## config.mk

```make
export PLATFORM = sky130hd
export DESIGN_NAME = bcm_scan_sequencer
export DESIGN_NICKNAME = d
export VERILOG_FILES = /design/src/rtl/bcm_scan_sequencer.sv
export SDC_FILE = /design/constraint.sdc
export NUM_CORES = 1
export LEC_CHECK = 0
export CORE_MARGIN = 3
export CORE_UTILIZATION = 61
export CTS_BUF_LIST = sky130_fd_sc_hd__clkbuf_4
export CTS_CLUSTER_SIZE = 28
export DETAILED_ROUTE_END_ITERATION = 8
export MAX_ROUTING_LAYER = met4
export PLACE_DENSITY = 0.87
export SYNTH_ARGS = -nofsm -noshare
export SYNTH_HDL_FRONTEND = slang
export SYNTH_SLANG_ARGS = --single-unit
```

## constraint.sdc

```tcl
create_clock -name clk_in -period 7.95 [get_ports clk_in]
set_clock_uncertainty 0.15 [all_clocks]
set_input_delay 1.59 -clock clk_in [delete_from_list [all_inputs] [get_ports clk_in]]
set_output_delay 1.59 -clock clk_in [all_outputs]
set_load 0.01 [all_outputs]
```

## src/rtl/bcm_scan_sequencer.sv

```systemverilog
// BCM scan sequencer for a 64x32 HUB75 panel.
// Overlaps each row/plane load with display of the previously latched plane.
`timescale 1ns/1ps
module bcm_scan_sequencer #(
  parameter int PLANES      = 6,
  parameter int ROW_BITS    = 4,
  parameter int BASE_TICKS  = 16,
  parameter int BLANK_TICKS = 4,
  parameter int TICK_WIDTH  = 16
) (
  input  logic                clk_in,
  input  logic                reset,
  input  logic                enable,
  input  logic [7:0]          brightness,
  input  logic                load_done,
  output logic                load_request,
  output logic [ROW_BITS-1:0] row_address,
  output logic [PLANES-1:0]   brightness_mask,
  output logic [ROW_BITS-1:0] row_address_active,
  output logic                row_latch,
  output logic                output_enable,
  output logic                frame_start
);

  localparam int PW = (PLANES > 1) ? $clog2(PLANES) : 1;
  localparam int BW = (BLANK_TICKS > 1) ? $clog2(BLANK_TICKS) : 1;
  localparam int FW = TICK_WIDTH + PLANES + 9;

  typedef enum logic [2:0] {
    IDLE,
    REQ,
    WAIT,
    BLANK,
    LATCH
  } state_t;

  state_t state, state_nxt;

  logic [PW-1:0]         plane;
  logic [ROW_BITS-1:0]   row;
  logic [TICK_WIDTH-1:0] slot_cnt;
  logic [TICK_WIDTH-1:0] on_cnt;
  logic [BW-1:0]         blank_cnt;
  logic                  load_seen;
  logic                  display_done;
  logic                  last_plane;
  logic [FW-1:0]         slot_full;
  logic [FW-1:0]         on_full;

  assign display_done = (slot_cnt == '0);
  assign last_plane   = (plane == PW'(PLANES - 1));
  assign row_address  = row;
  assign brightness_mask = PLANES'(1) << plane;
  assign output_enable = (on_cnt != '0) &&
                         (state != BLANK) &&
                         (state != LATCH);

  // On-time is the slot scaled by (brightness+1)/256.
  always_comb begin
    slot_full = FW'(BASE_TICKS) << plane;
    on_full   = (slot_full * FW'(9'(brightness) + 9'd1)) >> 8;
  end

  always_ff @(posedge clk_in) begin
    if (reset) state <= IDLE;
    else       state <= state_nxt;
  end

  always_comb begin
    state_nxt    = state;
    load_request = 1'b0;
    row_latch    = 1'b0;
    frame_start  = 1'b0;
    unique case (state)
      IDLE: begin
        if (enable) state_nxt = REQ;
      end
      REQ: begin
        load_request = 1'b1;
        frame_start  = (row == '0) && (plane == '0);
        state_nxt    = WAIT;
      end
      WAIT: begin
        if ((load_seen || load_done) && display_done)
          state_nxt = BLANK;
      end
      BLANK: begin
        if (blank_cnt == '0) state_nxt = LATCH;
      end
      LATCH: begin
        row_latch = 1'b1;
        state_nxt = enable ? REQ : IDLE;
      end
      default: state_nxt = IDLE;
    endcase
  end

  always_ff @(posedge clk_in) begin
    if (reset) begin
      plane              <= '0;
      row                <= '0;
      slot_cnt           <= '0;
      on_cnt             <= '0;
      blank_cnt          <= '0;
      load_seen          <= 1'b0;
      row_address_active <= '0;
    end else begin
      if (state == LATCH) begin
        slot_cnt           <= TICK_WIDTH'(slot_full);
        on_cnt             <= TICK_WIDTH'(on_full);
        row_address_active <= row;
        if (last_plane) begin
          plane <= '0;
          row   <= row + 1'b1;
        end else begin
          plane <= plane + 1'b1;
        end
      end else begin
        if (slot_cnt != '0) slot_cnt <= slot_cnt - 1'b1;
        if (on_cnt != '0)   on_cnt   <= on_cnt - 1'b1;
      end
      if (state == IDLE && enable) begin
        plane <= '0;
        row   <= '0;
      end
      if (state == REQ)
        load_seen <= 1'b0;
      else if (state == WAIT && load_done)
        load_seen <= 1'b1;
      if (state == WAIT)
        blank_cnt <= BW'(BLANK_TICKS - 1);
      else if (state == BLANK)
        blank_cnt <= blank_cnt - 1'b1;
    end
  end

endmodule

```

==> run summary, run 1 <==
pin count of the biggest net entering global routing -> 29
max_cap viols -> 0
ANT cells -> 0
Netlist cell types -> 51
filler cell count -> 572
post-synthesis xor/xnor area fraction -> 7.21%
logic gate share of total power -> 48.4%
status -> complete, no violations
fin util -> 71.0%
global-route wire length before repair -> 19.2 mm
I/O Pins -> 30
PortBufs -> 29
Sw Ratio -> 42.0%
Post-Syn Area -> 0.00486 sq mm
total number of vias -> 4221
DR DRC count -> 0
Mean Syn Cell Area -> 8.10 sq um
crit path kind -> input port to register
min cycle time layout -> 7150 ps
Worst-Skew Late Latency -> 390 ps
fin nets -> 725
Iter 0 DRT Violations -> 234
CP Max Fanout -> 9
setup violators final -> 0
Cells after Synth -> 600
CTS root buffer -> clkbuf_4
post-synthesis compound-gate area fraction -> 11.5%
setup TNS -> 0 ps
post-CTS sizing -> 0
largest family of logic cells by synthesized area -> adder cells
share of cells above drive strength 1 -> 3.04%
initial antenna violation count -> 0
hold_ws -> 320 ps
Total GRT Usage -> 27.2%
unrepaired setup endpoints after global routing -> false
htree depth -> 2
DIE AREA -> 0.00908 sq mm
Synth warnings -> 0
CTS tree -> built
EDFF count, synth -> 0
asr flop ratio synth -> 0%
Critical Path RT -> 8060 ps
total gr overflow -> 0
Final Max Slew Viols -> 0
Cell Area, Placed -> 0.00525 sq mm
adder-cell share of the synthesized area -> 29.5%
Clock Power Share -> 13.9%
Clock Sink Count -> 49
Slew @ Worst Pin -> 896 ps
LEAKAGE -> 2.40 nW
CTS max path bufs -> 2
Initial Util -> 65.0%
maximum VDD drop -> 0.117 mV
Rel. slew slack -> 40.1%
WL per Instance -> 15.3 um
post-CTS setup buffer count -> 0
Cell Int Power -> 570 uW
Net Sw Power -> 413 uW
Mapped Nets -> 701
Power, Total -> 983 uW
routability congestion estimate -> 0.905
routed vias/inst -> 5.83
TritonRoute pass-1 iters -> 5
Reg power frac -> 37.8%
clock-pin slew on the worst setup and hold paths -> 180 ps
Synth Flop Type -> dfxtp_1
count of final hold-check violations -> 0
register area share after synthesis -> 20.2%
post-synthesis mux area share -> 0.823%
PwrDens -> 185 mW/mm^2
Routed Antenna Nets -> 0
post-DP HPWL -> 8.99 mm
vias in the first global route -> 4186
Post-Synth Simple-Gate Area -> 23.5%
Critical Path AT -> 7260 ps
Row Count -> 31
#FFs+latches synth -> 49
Die Height -> 95.3 um
CTS Buf Count -> 5
Final Cell Area -> 0.00531 sq mm
crit path launch type -> input port
fmax -> 140 MHz
core box area -> 0.00749 sq mm
final wirelength -> 11.1 mm
worst min path class -> register to register
final period utilization -> 90.0%
Die W -> 95.3 um
Syn-to-layout area delta -> 9.26%
Post-CTS Hold Fix Bufs -> 0
crit end category -> register
most frequent cells in the layout -> 73 x inv_1, 73 x nor2_1, 63 x nand2_1
[synth_stat cells, types with 4 or more instances]
library cell / instances / area [sq um]
xnor2_1: 24 / 210
dfxtp_1: 49 / 981
fa_1: 43 / 861
ha_1: 46 / 576
or3_1: 6 / 37.5
a211oi_1: 13 / 97.6
o22ai_1: 7 / 43.8
and3_1: 5 / 31.3
a31oi_1: 7 / 43.8
nor4_1: 9 / 56.3
o21bai_1: 4 / 30.0
nand2_1: 63 / 236
nand2b_1: 16 / 100
nand3b_1: 4 / 30.0
nand3_1: 6 / 30.0
clkbuf_1: 13 / 48.8
and2_1: 10 / 62.6
mux2i_1: 4 / 40.0
nor2_1: 73 / 274
xor2_1: 16 / 140
nor3b_1: 4 / 30.0
inv_1: 73 / 274
nor2b_1: 10 / 62.6
o21ai_0: 14 / 70.1
nor3_1: 19 / 95.1
a21oi_1: 28 / 140
[worst paths after layout]
path	startpoint	to	slack, ps	depth (start not counted)
worst max register to register	plane[2]	on_cnt[12]	2310	18
worst min register to register	row_address_active[2]	row_address_active[2]	320	2
worst min-delay path	row_address_active[2]	row_address_active[2]	320	2
worst max-delay path	brightness[0]	on_cnt[12]	800	20
[logic make-up (layout without fill, tap and decap cells)]
kind of cell	count (synthesis)	in the layout
AND/OR/NAND/NOR	237	237
buffers and inverters	91	116
adder cells (fa/ha/maj)	89	89
AO/OA/AOI/OAI	89	89
flip-flops	49	49
XOR/XNOR	40	40
multiplexers	4	4
other	1	1
[metrics by stage]
stage	setup WS, ps	cells
after detailed placement	430	716
after floorplan	1560	600
final	797	724
after CTS	830	724
after global placement	691	716
after global routing	445	724
[flip-flops by register name (all words and copies together) (netlist names)]
name and flops:
blank_cnt 2, row_address_active 4, load_seen 1, row_address 4
plane 3, slot_cnt 16, on_cnt 16, state 3
[area by class of cell]
| type | instances | area (sq um) | area share [%] |
|---|---|---|---|
| multi-input cells | 460 | 3540 | 66.6 |
| flip-flops and latches | 49 | 981 | 18.5 |
| repair buffers | 34 | 328 | 6.17 |
| inverters | 74 | 278 | 5.23 |
| well taps | 99 | 124 | 2.33 |
| clock buffers | 5 | 37.5 | 0.707 |
| clock inverters | 3 | 28.8 | 0.542 |
[power by group through the flow]
| stage | Clock, mW | Sequential (mW) | Combinational [mW] |
|---|---|---|---|
| after detailed placement | 0 | 0.375 | 0.469 |
| after global routing | 0.147 | 0.380 | 0.530 |
| final | 0.136 | 0.371 | 0.475 |
| after CTS | 0.137 | 0.370 | 0.473 |
| after floorplan | 0 | 0.359 | 0.386 |
| after global placement | 0 | 0.369 | 0.448 |
[metal layers]
| layer | track usage (%) | part of all wire [%] | up-vias |
|---|---|---|---|
| met1 | 34.0 | 42 | 2001 |
| li1 | - | - | 2034 |
| met2 | 46.1 | 50 | 158 |
| met5 | - | 0 | - |
| met3 | 4.03 | 5.3 | 28 |
| met4 | 7.21 | 2.3 | 0 |
[critical path, cell delays in order]
cell and delay (ps):
clkdlybuf4s50_1 590, ha_1 220, nand3_1 120, nor2_1 290, xor2_1 340, nand2_1 120
fa_1 490, fa_1 560, inv_1 60, fa_1 530, inv_1 60, fa_1 530
inv_1 40, ha_1 340, o21ai_0 110, a21oi_1 220, o21ai_0 220, o311ai_0 540
xnor2_1 190, o22ai_1 100
Note: power is estimated with default switching activity, not from simulation.
==> inputs of run 2 (changes only) <==
--- a/config.mk
+++ b/config.mk
@@ -6,12 +6,12 @@
 export NUM_CORES = 1
 export LEC_CHECK = 0
 export CORE_MARGIN = 3
-export CORE_UTILIZATION = 61
+export CORE_UTILIZATION = 57
 export CTS_BUF_LIST = sky130_fd_sc_hd__clkbuf_4
 export CTS_CLUSTER_SIZE = 28
 export DETAILED_ROUTE_END_ITERATION = 8
 export MAX_ROUTING_LAYER = met4
-export PLACE_DENSITY = 0.87
+export PLACE_DENSITY = 0.85
 export SYNTH_ARGS = -nofsm -noshare
 export SYNTH_HDL_FRONTEND = slang
 export SYNTH_SLANG_ARGS = --single-unit
==> constraint.sdc (replaced) <==
create_clock -name clk_in -period 6 [get_ports clk_in]
set_clock_uncertainty 0.15 [all_clocks]
set_input_delay 1.2 -clock clk_in [delete_from_list [all_inputs] [get_ports clk_in]]
set_output_delay 1.2 -clock clk_in [all_outputs]
set_load 0.01 [all_outputs]
==> run 2 against run 1 <==
Via count is 5.3% higher. Routed wire length is 6.3% higher. Flip-flop and latch count stayed put. Worst hold slack worse by 1.4 ps. Total power is 38% higher. Sequential share of layout area is 1.5 points lower. Critical path depth is 1 lower. Die area is 6.6% higher.
==> run summary, run 2 (synthesis gave the netlist of run 1 again) <==
status -> complete, no violations
setup violators final -> 0 (unchanged)
setup TNS -> 0 ps (unchanged)
ANT cells -> 0 (unchanged)
fmax -> 171 MHz
crit path kind -> input port to register
routed vias/inst -> 5.77 (-0.96%)
routability congestion estimate -> 0.953 (+5.3%)
crit path launch type -> input port
total gr overflow -> 0 (unchanged)
maximum VDD drop -> 0.155 mV (+32%)
cell count of the worst reg-to-reg path -> 18 (unchanged)
DR DRC count -> 0 (unchanged)
Die Height -> 98.4 um (+3.2%)
Worst-Skew Late Latency -> 370 ps (-20 ps)
Setup crit start -> brightness[2]
max_cap viols -> 0 (unchanged)
most frequent cells in the layout -> 73 x inv_1, 69 x nor2_1, 62 x nand2_1
vias in the first global route -> 4403 (+5.2%)
PortBufs -> 29 (unchanged)
CTS tree -> built
CTS max path bufs -> 2 (unchanged)
count of final hold-check violations -> 0 (unchanged)
share of cells above drive strength 1 -> 11.1% (+8.1 points)
setup slack after layout -> 152 ps (-645 ps)
RR Startpoint -> plane[2]
top flop regs -> on_cnt x16, slot_cnt x16
Syn-to-layout area delta -> 18.6%
CP Max Fanout -> 4 (-5)
Final Max Slew Viols -> 0 (unchanged)
I/O Pins -> 30 (unchanged)
PwrDens -> 236 mW/mm^2 (+27%)
most common cell after layout, fill and taps aside -> inv_1
LEAKAGE -> 2.68 nW (+12%)
CTS Buf Count -> 5 (unchanged)
core box area -> 0.00826 sq mm (+10%)
CTS root buffer -> clkbuf_4
DIE AREA -> 0.00967 sq mm (+6.6%)
final wirelength -> 11.8 mm (+6.3%)
RR Endpoint -> on_cnt[9]
register-to-register setup slack -> 760 ps (-1550 ps)
global-route wire length before repair -> 19.8 mm (+3.0%)
worst slack at placement -> -609 ps (-1040 ps)
worst min path class -> register to register
filler cell count -> 640 (+12%)
min cycle time layout -> 5850 ps
Iter 0 DRT Violations -> 223 (-4.7%)
Row Count -> 33 (+6.5%)
htree depth -> 2 (unchanged)
TritonRoute pass-1 iters -> 7 (+2)
Total GRT Usage -> 25.2% (-1.9 points)
Critical Path AT -> 5960 ps (-1300 ps)
pin count of the biggest net entering global routing -> 29 (unchanged)
total number of vias -> 4446 (+5.3%)
Slew @ Worst Pin -> 924 ps (+28.7 ps)
hold path depth -> 2 (unchanged)
Rel. slew slack -> 38.2% (-1.9 points)
final period utilization -> 97.5%
min-delay src -> row_address_active[2]
initial antenna violation count -> 0 (unchanged)
Routed Antenna Nets -> 0 (unchanged)
Clock Sink Count -> 49 (unchanged)
Critical Path RT -> 6110 ps (-1950 ps)
clock-pin slew on the worst setup and hold paths -> 140 ps (-40 ps)
post-DP HPWL -> 9.29 mm (+3.3%)
fin nets -> 765 (+5.5%)
WHS Endpoint -> row_address_active[2]
crit end category -> register
Die W -> 98.4 um (+3.2%)
WL per Instance -> 15.3 um (about the same)
Initial Util -> 58.9% (-6.1 points)
[run 2: power by group]
part	switching [mW]	leakage, nW	total, mW	internal, mW
clock	0.110	0.0433	0.201	0.0915
sequential	0.0842	0.401	0.493	0.409
combinational	0.357	2.24	0.665	0.308
total	0.551	2.68	1.36	0.808
[run 2: per-layer routing]
layer  track usage (%)  part of all wire [%]
met5                 -                     0
met4              7.98                   2.1
met3              3.14                   6.7
met2              43.8                    52
met1              30.4                    39
[run 2: repair_timing]
| action | 4_1_cts | 5_1_grt |
|---|---|---|
| setup endpoints to repair | 5 | 9 |
| setup buffers | 1 | 1 |
| gates resized for setup | 7 | 22 |
| pin swaps | 3 | 10 |
| hold buffers | 0 | 0 |
[run 2: critical path, stage by stage]
cell and delay (ps):
clkdlybuf4s50_1 600, nand3_1 140, xor2_1 230, buf_4 180, buf_4 110, nor2b_1 40
fa_1 390, fa_1 540, inv_1 50, fa_1 480, fa_1 550, inv_1 40
ha_1 310, o21ai_0 90, o21bai_1 150, a21o_1 240, a31oi_1 290, xor2_1 220
o22ai_1 110
[run 2: per-stage QoR]
step                      utilization (%)  area (sq um)  hold slack (ps)  power [mW]  instances
after floorplan                         -          4860              295       0.986        600
after CTS                            68.4          5650              319        1.35        769
after global routing                 69.8          5770              354        1.47        770
after detailed placement             67.1          5540              300        1.14        760
after global placement               67.1          5540              291        1.10        760
final                                69.8          5770              318        1.36        770
[run 2: worst max-delay path by stage]
stage	endpoint	slack, ps
after global routing	on_cnt[13]	-20
after detailed placement	on_cnt[12]	-610
after CTS	on_cnt[12]	30
final	on_cnt[9]	150
after global placement	on_cnt[12]	-410
after floorplan	on_cnt[12]	110
[run 2: final cells by class]
class | instances | area (sq um) | area share, %
Inverter | 74 | 278 | 4.82
Sequential cell | 49 | 981 | 17.0
Timing Repair Buffer | 74 | 633 | 11.0
Tap cell | 105 | 131 | 2.28
Clock inverter | 2 | 33.8 | 0.586
Multi-Input combinational cell | 460 | 3660 | 63.5
Clock buffer | 6 | 45.0 | 0.781
==> patch 1: new RTL, config.mk and constraints of run 2 <==
Register the inputs `enable`, `brightness` and `load_done` before use, without a reset. The logic sees them one clock later.
--- a/src/rtl/bcm_scan_sequencer.sv
+++ b/src/rtl/bcm_scan_sequencer.sv
@@ -34,6 +34,16 @@
     LATCH
   } state_t;
 
+  logic enable_q;
+  logic [7:0] brightness_q;
+  logic load_done_q;
+
+  always_ff @(posedge clk_in) begin
+    enable_q     <= enable;
+    brightness_q <= brightness;
+    load_done_q  <= load_done;
+  end
+
   state_t state, state_nxt;
 
   logic [PW-1:0]         plane;
@@ -58,7 +68,7 @@
   // On-time is the slot scaled by (brightness+1)/256.
   always_comb begin
     slot_full = FW'(BASE_TICKS) << plane;
-    on_full   = (slot_full * FW'(9'(brightness) + 9'd1)) >> 8;
+    on_full   = (slot_full * FW'(9'(brightness_q) + 9'd1)) >> 8;
   end
 
   always_ff @(posedge clk_in) begin
@@ -73,7 +83,7 @@
     frame_start  = 1'b0;
     unique case (state)
       IDLE: begin
-        if (enable) state_nxt = REQ;
+        if (enable_q) state_nxt = REQ;
       end
       REQ: begin
         load_request = 1'b1;
@@ -81,7 +91,7 @@
         state_nxt    = WAIT;
       end
       WAIT: begin
-        if ((load_seen || load_done) && display_done)
+        if ((load_seen || load_done_q) && display_done)
           state_nxt = BLANK;
       end
       BLANK: begin
@@ -89,7 +99,7 @@
       end
       LATCH: begin
         row_latch = 1'b1;
-        state_nxt = enable ? REQ : IDLE;
+        state_nxt = enable_q ? REQ : IDLE;
       end
       default: state_nxt = IDLE;
     endcase
@@ -119,13 +129,13 @@
         if (slot_cnt != '0) slot_cnt <= slot_cnt - 1'b1;
         if (on_cnt != '0)   on_cnt   <= on_cnt - 1'b1;
       end
-      if (state == IDLE && enable) begin
+      if (state == IDLE && enable_q) begin
         plane <= '0;
         row   <= '0;
       end
       if (state == REQ)
         load_seen <= 1'b0;
-      else if (state == WAIT && load_done)
+      else if (state == WAIT && load_done_q)
         load_seen <= 1'b1;
       if (state == WAIT)
         blank_cnt <= BW'(BLANK_TICKS - 1);
Formal check against the unedited RTL: not equivalent (a bounded check fails within 4 cycles, from zero or initial values and one cycle with reset high).
==> patch 1 against run 2 <==
- register-to-register slack got worse by 0.40 ns
- final area shrank 3.1%
- routed wire length down 3.6%
- worst setup slack gained 0.21 ns
- core utilization decreased by 3.2 points
- non-clock buffer count down 36
- combinational power down 15%
- critical endpoint is now on_cnt[13]$_SDFFE_PP0P_
- first-iteration DRC count down 0.45%
- area after synthesis up 2.9%
- critical path type is now register to register
- worst hold slack got worse by 0.0015 ns
- via count fell by 4.8%
- sequential cell count is 10 higher
- power up 4.9%
==> patch 1: results (changes against run 2) <==
* Worst reg2reg path depth at 19 (was 18)
* Slew HR at 0.667 (was 0.382)
* GP Congestion at 0.954 (was 0.953)
* Routed via count at 4232 (was 4446)
* Post-CTS Setup Inserts at 0 (was 1)
* H-tree levels at 3 (was 2)
* Fraction of area in multi-input gates at 0.627 (was 0.635)
* Global-route wire length before repair at 19000 um (was 19800 um)
* Worst vdd ir at 0.000141 V (was 0.000155 V)
* Number of multi-input logic gates at 446 (was 460)
* Cell variety after synth at 56 (was 51)
* Layout cells sized above 1 at 0.0605 (was 0.111)
* Largest fanout on the critical path at 9 (was 4)
* Inverters, non-clock at 70 (was 74)
* Sequential cell area share at 0.211 (was 0.170)
* R2R setup slack at 0.36 ns (was 0.76 ns)
* Synth top area cells: dfxtp_1 24%, fa_1 17%, ha_1 12%, nor2_1 5.6%, inv_1 4.7% (was dfxtp_1 20%, fa_1 18%, ha_1 12%, inv_1 5.6%, nor2_1 5.6%)
* Top cells by count, synth: 75 x nor2_1, 63 x inv_1, 60 x nand2_1, 59 x dfxtp_1, 46 x ha_1 (was 73 x inv_1, 73 x nor2_1, 63 x nand2_1, 49 x dfxtp_1, 46 x ha_1)
* R2R Path Start: brightness_q[0]$_DFF_P_ (was plane[2]$_SDFFE_PP0P_)
* Crit path largest cell delay at 0.55 ns (was 0.60 ns)
* Seq Cell Count at 59 (was 49)
* Worst Hold Path EP: row_address_active[3]$_SDFFE_PP0P_ (was row_address_active[2]$_SDFFE_PP0P_)
* WL per Instance at 15.5 um (was 15.3 um)
* Post-DP HPWL at 8790 um (was 9290 um)
* GRT Util Overall at 0.245 (was 0.252)
* Outcome: completed (unchanged)
* Non-clock buffer count at 38 (was 74)
* TritonCTS Buffers at 9 (was 5)
* Worst-path clk slew at 0.12 ns (was 0.14 ns)
* Fill count at 660 (was 640)
* Non-clock buffer share at 0.0640 (was 0.110)
[patch 1: power groups by stage]
stage	clock [mW]	sequential (mW)	combinational [mW]
global route	0.334	0.557	0.632
finish	0.317	0.545	0.563
floorplan	0	0.535	0.451
global placement	0	0.548	0.530
detailed placement	0	0.552	0.554
CTS	0.321	0.544	0.564
[patch 1: worst max-delay path by stage]
stage | from | to | slack (ns) | depth (start not counted)
2_1_floorplan | brightness_q[0]$_DFF_P_ | on_cnt[13]$_SDFFE_PP0P_ | 0.70 | 19
3_3_place_gp | brightness_q[0]$_DFF_P_ | on_cnt[13]$_SDFFE_PP0P_ | 0.43 | 19
3_5_place_dp | brightness_q[0]$_DFF_P_ | on_cnt[13]$_SDFFE_PP0P_ | 0.21 | 19
4_1_cts | brightness_q[0]$_DFF_P_ | on_cnt[13]$_SDFFE_PP0P_ | 0.17 | 19
5_1_grt | brightness_q[0]$_DFF_P_ | on_cnt[13]$_SDFFE_PP0P_ | 0.01 | 19
6_report | brightness_q[0]$_DFF_P_ | on_cnt[13]$_SDFFE_PP0P_ | 0.36 | 19
[patch 1: timing repair]
item	CTS	global route
endpoints found under the setup margin	0	3
resized for setup	0	1
hold buffers	0	0
[patch 1: logic make-up after synthesis]
group / Yosys count / synth area share
AOI/OAI and AO/OA: 80 / 0.106
xor gates and xnor gates: 43 / 0.0752
adders and majority gates: 89 / 0.287
buffers and inverters: 86 / 0.0645
DFF: 59 / 0.236
muxes: 2 / 0.00400
other: 1 / 0.000749
and+or+nand+nor: 231 / 0.227
[patch 1: worst register-to-register path, cell delays in order, from the launching register on]
cell,delay [ns]
dfxtp_1,0.48
ha_1,0.23
nand3_1,0.12
nor2_1,0.29
xor2_1,0.33
nand2_1,0.12
fa_1,0.47
fa_1,0.55
inv_1,0.05
fa_1,0.52
inv_1,0.05
fa_1,0.53
inv_1,0.04
ha_1,0.35
and3_1,0.20
a211oi_2,0.35
o21ai_1,0.12
a211oi_1,0.30
xor2_1,0.18
o22ai_1,0.08
[patch 1: through the flow]
stage / utilization / instances / hold WS [ns] / setup WS, ns / instance area, um2
detailed placement: 0.648 / 718 / 0.299 / 0.212 / 5430
global placement: 0.648 / 718 / 0.288 / 0.430 / 5430
CTS: 0.666 / 733 / 0.316 / 0.170 / 5580
global route: 0.667 / 733 / 0.335 / 0.0102 / 5590
floorplan: - / 591 / 0.282 / 0.699 / 5000
finish: 0.667 / 733 / 0.317 / 0.360 / 5590
[patch 1: metal layers]
| layer | wire length, um | vias up | global-route usage |
|---|---|---|---|
| li1 | - | 2015 | - |
| met1 | 4690 | 2034 | 0.291 |
| met2 | 5790 | 150 | 0.416 |
| met3 | 576 | 33 | 0.0407 |
| met4 | 333 | 0 | 0.0914 |
| met5 | 0 | - | - |
==> patch 2: new RTL, config.mk and constraints of run 2 <==
Made on the original files. `BLANK_TICKS`: 4 -> 16.
--- a/src/rtl/bcm_scan_sequencer.sv
+++ b/src/rtl/bcm_scan_sequencer.sv
@@ -5,7 +5,7 @@
   parameter int PLANES      = 6,
   parameter int ROW_BITS    = 4,
   parameter int BASE_TICKS  = 16,
-  parameter int BLANK_TICKS = 4,
+  parameter int BLANK_TICKS = 16,
   parameter int TICK_WIDTH  = 16
 ) (
   input  logic                clk_in,
Behaviour: not the same (a bounded check fails within 10 cycles, from zero or initial values and one cycle with reset high).
==> patch 2 against run 2 <==
- sequential share of layout area down 0.55 points
- final area is 7.6% higher
- sequential cell count increased by 2
- area after synthesis rose by 5.0%
- power is 2.4% lower
- worst setup slack got worse by 0.040 ns
- routed wire length rose by 10%
- critical endpoint is now on_cnt[12]$_SDFFE_PP0P_
- global-route usage increased by 0.80 points
==> patch 2: results (changes against run 2) <==
* Total detailed-routing wirelength at 13000 um (was 11800 um)
* Global-route wire length before repair at 21000 um (was 19800 um)
* Layout Nets at 805 (was 765)
* First DRT Iteration DRCs at 360 (was 223)
* Met3 WL at 653 um (was 792 um)
* Fill count at 602 (was 640)
* Arrival @ worst endpoint at 6.03 ns (was 5.96 ns)
* Place WS at -0.685 ns (was -0.609 ns)
* GR Util met3 at 0.0270 (was 0.0314)
* Post-DP HPWL at 9820 um (was 9290 um)
* Top routing layer used: met4 (unchanged)
* Routed met1 length at 5490 um (was 4650 um)
* Synth top area cells: dfxtp_1 20%, fa_1 17%, ha_1 11%, nor2_1 6.2%, inv_1 5.3% (was dfxtp_1 20%, fa_1 18%, ha_1 12%, inv_1 5.6%, nor2_1 5.6%)
* Met2 Use GR at 0.424 (was 0.438)
* Cell variety after synth at 58 (was 51)
* Synthesized area per cell at 8.17 um2 (was 8.10 um2)
* Number of global-route vias before repair at 4570 (was 4403)
* Top FF cell, synth: dfxtp_1 (unchanged)
* Slew HR at 0.577 (was 0.382)
* Met1 usage at 0.342 (was 0.304)
* First-pass detailed-route iteration total at 5 (was 7)
* Sequential fraction of the synthesis area at 0.200 (was 0.202)
* GP Congestion at 0.951 (was 0.953)
* Outcome: completed (unchanged)
* Lkg Pwr at 2.88 nW (was 2.68 nW)
* Largest fanout on the critical path at 6 (was 4)
* Slowest cell on the critical path: or4_1 (was clkdlybuf4s50_1)
* Top cells by count, synth: 84 x nor2_1, 72 x inv_1, 66 x nand2_1, 51 x dfxtp_1, 46 x ha_1 (was 73 x inv_1, 73 x nor2_1, 63 x nand2_1, 49 x dfxtp_1, 46 x ha_1)
* Crit path largest cell delay at 0.55 ns (was 0.60 ns)
* Synthesized netlist net count at 726 (was 701)
* Layout cells sized above 1 at 0.160 (was 0.111)
* Worst-path clk slew at 0.18 ns (was 0.14 ns)
* Placed Area at 5880 um2 (was 5540 um2)
* Net Switching at 554 uW (was 551 uW)
* Clock latency on the worst-skew pair at 0.39 ns (was 0.37 ns)
* GRT Util Overall at 0.260 (was 0.252)
* CP top delay family: adder cells (unchanged)
* Metal2 WL at 6540 um (was 6130 um)
* Placed Instances at 798 (was 760)
* Largest net degree at the start of global routing at 40 (was 29)
* Vias/cell at 5.78 (was 5.77)
* Routed via count at 4685 (was 4446)
* Worst vdd ir at 0.000130 V (was 0.000155 V)
* Synth warnings at 0 (unchanged)
[patch 2: cell count changes in the layout (fill, tap and decap cells not counted), moves of 4 or more]
cell | before | now
nor2_2 | 2 | 6
clkdlybuf4s50_1 | 27 | 23
buf_4 | 45 | 56
o22ai_1 | 7 | 2
xnor2_1 | 24 | 20
nand2b_1 | 16 | 11
nand3_1 | 4 | 17
a31oi_1 | 7 | 2
nor2_1 | 69 | 77
nor4_4 | 0 | 4
ha_1 | 45 | 41
nor4_1 | 9 | 5
[patch 2: timing repair]
| action | in CTS | in global routing |
|---|---|---|
| buffers inserted | 2 | 2 |
| endpoints found under the setup margin | 8 | 9 |
| pin swaps | 7 | 19 |
| gates resized for setup | 15 | 32 |
[patch 2: power by group through the flow]
stage	sequential [mW]	combinational [mW]	clock, mW
3_5_place_dp	0.509	0.628	0
2_1_floorplan	0.489	0.502	0
3_3_place_gp	0.502	0.600	0
6_report	0.504	0.647	0.175
5_1_grt	0.514	0.722	0.191
4_1_cts	0.501	0.638	0.176
[patch 2: through the flow]
| stage | hold WS (ns) | power [mW] | utilization |
|---|---|---|---|
| 3_5_place_dp | 0.299 | 1.14 | 0.694 |
| 4_1_cts | 0.320 | 1.32 | 0.715 |
| 5_1_grt | 0.342 | 1.43 | 0.733 |
| 3_3_place_gp | 0.294 | 1.10 | 0.694 |
| 6_report | 0.324 | 1.33 | 0.733 |
| 2_1_floorplan | 0.297 | 0.990 | - |
[patch 2: logic make-up after synthesis]
family / share of synthesized area
buffers and inverters: 0.0657
multiplexers: 0.00392
adder cells (fa/ha/maj): 0.281
XOR/XNOR: 0.0703
AND/OR/NAND/NOR: 0.274
other: 0.000734
AO/OA/AOI/OAI: 0.104
flip-flops: 0.200
[patch 2: layout make-up]
| cell class | count | area share |
|---|---|---|
| repair buffers | 88 | 0.121 |
| well taps | 105 | 0.0212 |
| inverters | 72 | 0.0436 |
| clock buffers | 5 | 0.00605 |
| flip-flops and latches | 51 | 0.165 |
| multi-input cells | 486 | 0.639 |
| clock inverters | 3 | 0.00464 |
[patch 2: path summary, 6_finish.rpt]
kind | from | endpoint | slack [ns] | depth (start not counted)
max | brightness[1] | on_cnt[12]$_SDFFE_PP0P_ | 0.11 | 20
min | row_address_active[0]$_SDFFE_PP0P_ | row_address_active[0]$_SDFFE_PP0P_ | 0.32 | 2
min reg2reg | row_address_active[0]$_SDFFE_PP0P_ | row_address_active[0]$_SDFFE_PP0P_ | 0.32 | 2
max reg2reg | plane[2]$_SDFFE_PP0P_ | on_cnt[12]$_SDFFE_PP0P_ | 0.49 | 18
